[config.mk]
export PLATFORM = sky130hd
export DESIGN_NAME = fifo_write_arbiter
export DESIGN_NICKNAME = d
export VERILOG_FILES = /design/src/rtl/fifo_write_arbiter.sv
export SDC_FILE = /design/constraint.sdc
export NUM_CORES = 1
export LEC_CHECK = 0
export BUFFER_PORTS_ARGS = -buffer_cell sky130_fd_sc_hd__buf_2
export CAP_MARGIN = 20
export CELL_PAD_IN_SITES_DETAIL_PLACEMENT = 0
export CELL_PAD_IN_SITES_GLOBAL_PLACEMENT = 1
export CORE_MARGIN = 5
export CORE_UTILIZATION = 29
export CTS_BUF_LIST = sky130_fd_sc_hd__clkbuf_2
export CTS_CLUSTER_DIAMETER = 100
export CTS_CLUSTER_SIZE = 24
export DETAILED_ROUTE_END_ITERATION = 16
export PLACE_DENSITY_LB_ADDON = 0.1
export SETUP_SLACK_MARGIN = 0.5
export SYNTH_ARGS = -nofsm -noshare
export SYNTH_HDL_FRONTEND = slang
export SYNTH_SLANG_ARGS = --single-unit
[constraint.sdc]
create_clock -name clk -period 2.5 [get_ports clk]
set_input_delay 0.625 -clock clk [delete_from_list [all_inputs] [get_ports clk]]
set_output_delay 0.625 -clock clk [all_outputs]
set_load 0.01 [all_outputs]
[src/rtl/fifo_write_arbiter.sv]
// Round-robin arbiter sharing one asyncfifo write port among NUM_REQ producers.
// A grant holds the port for up to MAX_BURST words so each producer's words stay contiguous in the FIFO.
module fifo_write_arbiter #(
    parameter int NUM_REQ    = 4,
    parameter int DATA_WIDTH = 16,
    parameter int MAX_BURST  = 4
) (
    input  logic                          clk,
    input  logic                          reset_n,
    input  logic [NUM_REQ-1:0]            req,
    input  logic [NUM_REQ-1:0]            req_last,
    input  logic [NUM_REQ*DATA_WIDTH-1:0] req_data,
    output logic [NUM_REQ-1:0]            req_ack,
    output logic                          fifo_write,
    output logic [DATA_WIDTH-1:0]         fifo_write_data,
    input  logic                          fifo_can_write,
    output logic [$clog2(NUM_REQ)-1:0]    owner,
    output logic                          busy,
    output logic                          dbg_state
);
    localparam int OW = $clog2(NUM_REQ);

    typedef enum logic {
        IDLE  = 1'b0,
        BURST = 1'b1
    } state_t;

    state_t        r_state;
    state_t        w_state_nxt;
    logic [OW-1:0] r_owner;
    logic [OW-1:0] w_owner_nxt;
    logic [OW-1:0] r_last_owner;
    logic [OW-1:0] w_last_owner_nxt;
    logic [7:0]    r_burst_count;
    logic [7:0]    w_burst_count_nxt;
    logic          r_busy;
    logic          w_busy_nxt;

    logic [OW:0]   w_scan;
    logic [OW-1:0] w_sel;
    logic          w_any;
    logic          w_in_burst;
    logic          w_xfer;
    logic          w_release;
    logic [8:0]    w_count_inc;

    // Scan starts just past the previous owner, so a releasing owner ranks last.
    always_comb begin
        w_sel  = '0;
        w_any  = 1'b0;
        w_scan = '0;
        for (int k = 1; k <= NUM_REQ; k++) begin
            w_scan = {1'b0, r_last_owner} + (OW+1)'(k);
            if (w_scan >= (OW+1)'(NUM_REQ)) begin
                w_scan = w_scan - (OW+1)'(NUM_REQ);
            end
            if (!w_any && req[w_scan[OW-1:0]]) begin
                w_any = 1'b1;
                w_sel = w_scan[OW-1:0];
            end
        end
    end

    // Handshake: a word moves on a cycle where the owner holds req (valid) and
    // fifo_can_write (ready) is high; req_ack/fifo_write mark exactly that cycle,
    // and an unacked word must stay stable until it is taken.
    assign w_in_burst  = (r_state == BURST) && reset_n;
    assign w_xfer      = w_in_burst && req[r_owner] && fifo_can_write;
    assign w_count_inc = {1'b0, r_burst_count} + 9'd1;
    assign w_release   = (w_xfer && req_last[r_owner])
                       || (w_xfer && (w_count_inc == 9'(MAX_BURST)))
                       || !req[r_owner];

    always_comb begin
        req_ack          = '0;
        req_ack[r_owner] = w_xfer;
    end

    assign fifo_write      = w_xfer;
    assign fifo_write_data = w_in_burst ? req_data[int'(r_owner)*DATA_WIDTH +: DATA_WIDTH]
                                        : '0;

    always_comb begin
        w_state_nxt       = r_state;
        w_owner_nxt       = r_owner;
        w_last_owner_nxt  = r_last_owner;
        w_burst_count_nxt = r_burst_count;
        w_busy_nxt        = r_busy;
        case (r_state)
            IDLE: begin
                if (w_any) begin
                    w_state_nxt       = BURST;
                    w_owner_nxt       = w_sel;
                    w_burst_count_nxt = '0;
                    w_busy_nxt        = 1'b1;
                end
            end
            BURST: begin
                if (w_xfer) begin
                    w_burst_count_nxt = r_burst_count + 8'd1;
                end
                if (w_release) begin
                    w_state_nxt      = IDLE;
                    w_last_owner_nxt = r_owner;
                    w_busy_nxt       = 1'b0;
                end
            end
            default: begin
                w_state_nxt = IDLE;
            end
        endcase
    end

    always_ff @(posedge clk or negedge reset_n) begin
        if (!reset_n) begin
            r_state       <= IDLE;
            r_owner       <= '0;
            r_last_owner  <= OW'(NUM_REQ - 1);
            r_burst_count <= '0;
            r_busy        <= 1'b0;
        end else begin
            r_state       <= w_state_nxt;
            r_owner       <= w_owner_nxt;
            r_last_owner  <= w_last_owner_nxt;
            r_burst_count <= w_burst_count_nxt;
            r_busy        <= w_busy_nxt;
        end
    end

    assign owner     = r_owner;
    assign busy      = r_busy;
    assign dbg_state = r_state;

endmodule

Yosys cells after proc, flatten, opt, wreduce, memory -nomap -nowiden --
Cells that the tools add are included.
Operators by class: div/mod/pow operators 0, bitwise logic cells 2, multiplexer cells 36, multipliers 0, reductions and logical operators 19, add/sub/neg operators 10, equality and inequality tests 4, $lt $le $gt $ge 10, shift-type cells 1
Operators with widths (count):
- 64-bit by 7-bit indexed part select with 16-bit output | 1
- 16-bit two-way mux | 1
- 2-bit two-way mux | 8
- 8-bit two-way mux | 2
- 8-bit case mux with 2 select lines | 1
- 2-bit by 3-bit < comparator with 1-bit output (second input constant) | 5
- 1-bit two-way mux | 15
- 1-bit binary-select mux with 2-bit select | 6
- 3-bit >= comparator (second input constant) | 4
- 8-bit by 1-bit adder with 9-bit output (second input constant) | 1
- 9-bit by 3-bit equality test with 1-bit output (second input constant) | 1
- 1-bit logical AND | 9
- 8-bit by 1-bit adder with 8-bit output (second input constant) | 1
- 2-bit AND reduction | 4
- 2-bit by 1-bit subtractor with 2-bit output (second input constant) | 4
- 2-bit by 2-bit adder with 3-bit output (second input constant) | 2
- 4-bit AND | 1
- 1-bit logical NOT | 4
- 2-bit by 1-bit != test with 1-bit output (second input constant) | 2
- 1-bit case mux with 2 select lines | 2
- 2-bit by 1-bit adder with 3-bit output (second input constant) | 1
- 2-bit by 3-bit adder with 3-bit output (second input constant) | 1
- 1-bit demux with 2-bit select | 1
- 2-bit by 1-bit >= comparator with 1-bit output (second input constant) | 1
- other kinds (3) | 4
Storage, ports and cells: logic and storage cells 87, output and inout port bits 25, memories 0, register bits after elaboration 14, memory bits (read-only) 0, memory bits (writable) 0, input bits 75, latch bits 0

Logic depth before layout (Yosys ltp) --
word-level depth 17, mapped depth 7, mapped depth without buffers 6

Worst setup path after synthesis --
Ideal clock, no wire load.
kind register -> output, start point reg r_owner[0] (netlist: owner[0]), end point out req_ack[2], buffers on the path 2, setup slack 317 ps, cell stages (with the launch flop) 6, data arrival time 1558 ps, path through dfrtp_1 buf_6 mux4_2 nand4_2 buf_6 nor3b_1
On the way: cells in the longest elaborated chain, start to end 5, elaborated cells between the ends (all ways) 10
RTL lines:
- start: declaration | line 30 | logic [OW-1:0] r_owner;
- start signal: assignment | line 123 | r_owner <= w_owner_nxt;
- 2-bit by 3-bit < comparator with 1-bit output (not written as such) (tied with other cells) | line 76 | req_ack[r_owner] = w_xfer;
- 1-bit logical AND (not written as such) / 1-bit two-way mux (equally long branches) | line 76, 68
- 1-bit two-way mux (not written as such) / 1-bit logical AND (equally long branches) | line 76, 68
- 1-bit demux with 2-bit select / 1-bit logical AND (equally long branches) | line 76, 68
- 4-bit AND (no source line) (*)
- end: declaration | line 13 | output logic [NUM_REQ-1:0] req_ack,
Every way passes the cells marked *; elsewhere a longest branch is shown, timed or not. The select of a mux whose other input is x is not followed.

Worst setup path after layout --
start point reg r_owner[0] (netlist: owner[0]), end point out req_ack[3]
The elaborated chain is that of the path after synthesis.

==> summary.txt <==
Outcome
  • Status: complete, no violations

Timing
  • # setup viols final: 0
  • Final hold vios: 0
  • RSZ-0062 raised after global routing: true
  • Fin crit period: 2.42 ns
  • FMAX: 413 MHz
  • Slew Limit Fails: 0
  • Clk_skew: 0.0131 ns
  • Final period util: about 97%
  • Worst-margin pin slew: 0.566 ns
  • Slew margin rel.: 62.1%
  • Setup WS post-layout: 0.0768 ns

Floorplan
  • CORE AREA: 4660 um2
  • Die extent in x: 78.7 um
  • Num ports: 100
  • Starting Density: 29.3%
  • Die area: 6190 um2
  • Die Height: 78.7 um
  • Row cnt: 25

Final layout
  • Nets: around 320
  • Layout cell share with drive strength beyond 1: 70.0%
  • Synth-to-layout area growth: 67.9%
  • Final Instance Count excl. Fillers: 294
  • Antenna fix cells: 0

Route
  • DRC: 0
  • Antenna Nets Post-Route: 0
  • Drt wl/cell: 17.6 um
  • Vias: 1,544
  • Drt first pass iters: 4
  • DR vias/cell: roughly 5.3
  • Initial DRC count: 41
  • Final WL: slightly above 5000 um

Flow run
  • Max cap viols: 0

Synth
  • Largest family of logic cells by synthesized area: multiplexers
  • Asr flop ratio synth: 100%
  • Syn_area_per_cell: 10.4 um2
  • Distinct cells, synth: 38
  • Compound-Gate Fraction of Synth Area: 10.2%
  • Mapped Area: between 1000 and 1500 um2
  • Post-synthesis sequential area ratio: 25.8%
  • Syn. warnings: 0
  • Post-Synth XOR/XNOR Area: 0.640%
  • Post-synth EDFFs: 0
  • Cells after Synth: between 100 and 150
  • Flop and latch count out of synthesis: 14
  • Synth Area in Adders: less than 1%
  • Simple-Gate Fraction of Synth Area: 24.3%
  • Ys flop type: dfrtp_1
  • Multiplexer area fraction after synthesis: 32.5%
  • Net count after synthesis: 207

Setup path
  • Critical Path RT: 1.88 ns
  • Slowest CP cell: mux4_2
  • Worst Setup End Kind: output pin
  • Critical Path End: req_ack[3]
  • CP Max Fanout: 4
  • CP max stage delay: 0.57 ns
  • Crit start category: flip-flop
  • Critical path class: flip-flop to output pin
  • Worst reg-to-reg setup slack: 0.60 ns
  • CP Data Arrival Time: 1.80 ns
  • FF-to-FF path depth: 8
  • Crit-path cells: mux4_2, nand4_4, inv_6, and3_4, buf_6
  • Worst reg2reg path startpoint: owner[0]$_DFFE_PN0P_
  • CP Launch Point: owner[0]$_DFFE_PN0P_
  • Worst R2R End: r_burst_count[7]$_DFFE_PN0P_

Clocking
  • Clk pin slew, worst setup/hold paths: ~0.15 ns
  • Root Buffer: clkbuf_2
  • CTS Buffer Depth: 2
  • Clock sink count: 14
  • # H-tree levels: 1
  • CTS tree: built
  • Worst skew pair latency: 0.27 ns
  • Total CTS buffers: 3

Power and ir drop
  • Cell leakage power: 1.12 nW
  • Maximum vdd drop: ~0.33 mV
  • PwrDens: 895 nW/um2

Placement
  • I/O Buffers: 99
  • Post-place setup slack: 0.0794 ns
  • Final RePlAce weighted congestion: roughly 0.86
  • Post-DP HPWL: 4030 um
  • Placed Cells: 280

Global routing
  • Initial antenna violation count: 0
  • First-pass GRT wire length: 8180 um
  • Tot GR Track Use: 16.6%
  • Vias in the first global route: ~1,600
  • Largest net degree at the start of global routing: 29
  • Grt total ovfl: 0

Worst hold path
  • Min-Delay Path Class: primary input to async pin
==> what timing repair did <==
action	4_1_cts	5_1_grt
resized for setup	11	26
pin swaps	2	4
hold buffers	0	0
endpoints found under the setup margin	21	24
setup buffers	7	1
cloned	2	0
==> synth_stat cells (all sizes together), types with 2 or more instances <==
| library cell | n | area, um2 |
|---|---|---|
| nand3 | 3 | 15.0 |
| nor2 | 11 | 57.6 |
| a31oi | 2 | 12.5 |
| mux2 | 3 | 41.3 |
| buf | 6 | 41.3 |
| dfstp | 2 | 52.6 |
| dfrtp | 12 | 300 |
| and3 | 20 | 125 |
| inv | 4 | 17.5 |
| nor3b | 2 | 15.0 |
| a21oi | 3 | 15.0 |
| mux2i | 2 | 20.0 |
| mux4 | 17 | 383 |
| nand2 | 10 | 37.5 |
| o21ai | 12 | 71.3 |
| nand4 | 4 | 31.3 |
| clkbuf | 5 | 18.8 |
==> layer usage <==
| metal | share of wire [%] | wire length [um] | track usage [%] | vias up |
|---|---|---|---|---|
| met5 | 0 | 0 | 0 | - |
| met4 | 0.29 | 15 | 3.15 | 0 |
| met3 | 8.0 | 413 | 3.33 | 2 |
| met2 | 54 | 2770 | 31.7 | 71 |
| met1 | 38 | 1970 | 19.0 | 744 |
| li1 | - | - | - | 727 |
==> state kept, by name (all words and copies together), names as in the netlist <==
name / count
busy: 1
dbg_state: 1
owner: 2
r_burst_count: 8
r_last_owner: 2
==> critical path, delay by kind of cell, from the launching register on <==
kind / cells / cell delay [ns]
buf+inv: 2 / 0.15
simple gates: 2 / 0.34
flops: 1 / 0.46
mux: 1 / 0.57
==> cell type report <==
type                            instances  area [um2]
Inverter                                4        20.0
Tap cell                               54        67.6
Sequential cell                        14         354
Fill cell                             418        2360
Multi-Input combinational cell        102        1030
Clock buffer                            4        20.0
Timing Repair Buffer                  116         802
==> cells in the final DEF (no fill, tap or decap), drive strengths merged, types with 3 or more instances in the layout <==
cell    synthesis  layout
a21oi           3       3
and3           20      20
buf             6     116
clkbuf          5       4
dfrtp          12      12
inv             4       4
mux2            3       3
mux4           17      17
nand2          10      10
nand3           3       3
nand4           4       4
nor2           11      11
o21ai          12      12
==> power breakdown <==
part	switching [W]	internal, W	leakage (nW)
clock	0.0000746	0.0000424	0.0166
sequential	0.0000870	0.000301	0.178
combinational	0.000638	0.000912	0.929
==> through the flow <==
step	hold WS [ns]	total power [W]	setup TNS [ns]	area [um2]	util, %
final	0.163	0.00206	0	2300	49.3
after global routing	0.118	0.00220	-0.205	2300	49.3
after CTS	0.151	0.00190	0	2150	46.1
after detailed placement	0.480	0.00159	0	1990	42.7
after global placement	0.482	0.00157	0	1990	42.7
after floorplan	0.329	0.00128	0	1450	-
==> worst min path at each step <==
stage,endpoint,depth (start not counted)
global placement,dbg_state$_DFF_PN0_,1
global route,owner[1]$_DFFE_PN0P_,1
finish,owner[1]$_DFFE_PN0P_,1
CTS,owner[1]$_DFFE_PN0P_,1
detailed placement,dbg_state$_DFF_PN0_,1
floorplan,busy$_DFFE_PN0P_,0
==> cell families (layout without fill, tap and decap cells) <==
kind of cell               count (synthesis)  after routing
and+or+nand+nor                           56             56
AOI/OAI and AO/OA                         22             22
muxes                                     22             22
buffers and inverters                     15            124
DFF                                       14             14
adders and majority gates                  1              1
xor gates and xnor gates                   1              1
No activity file was read; power rests on OpenSTA's default activity.
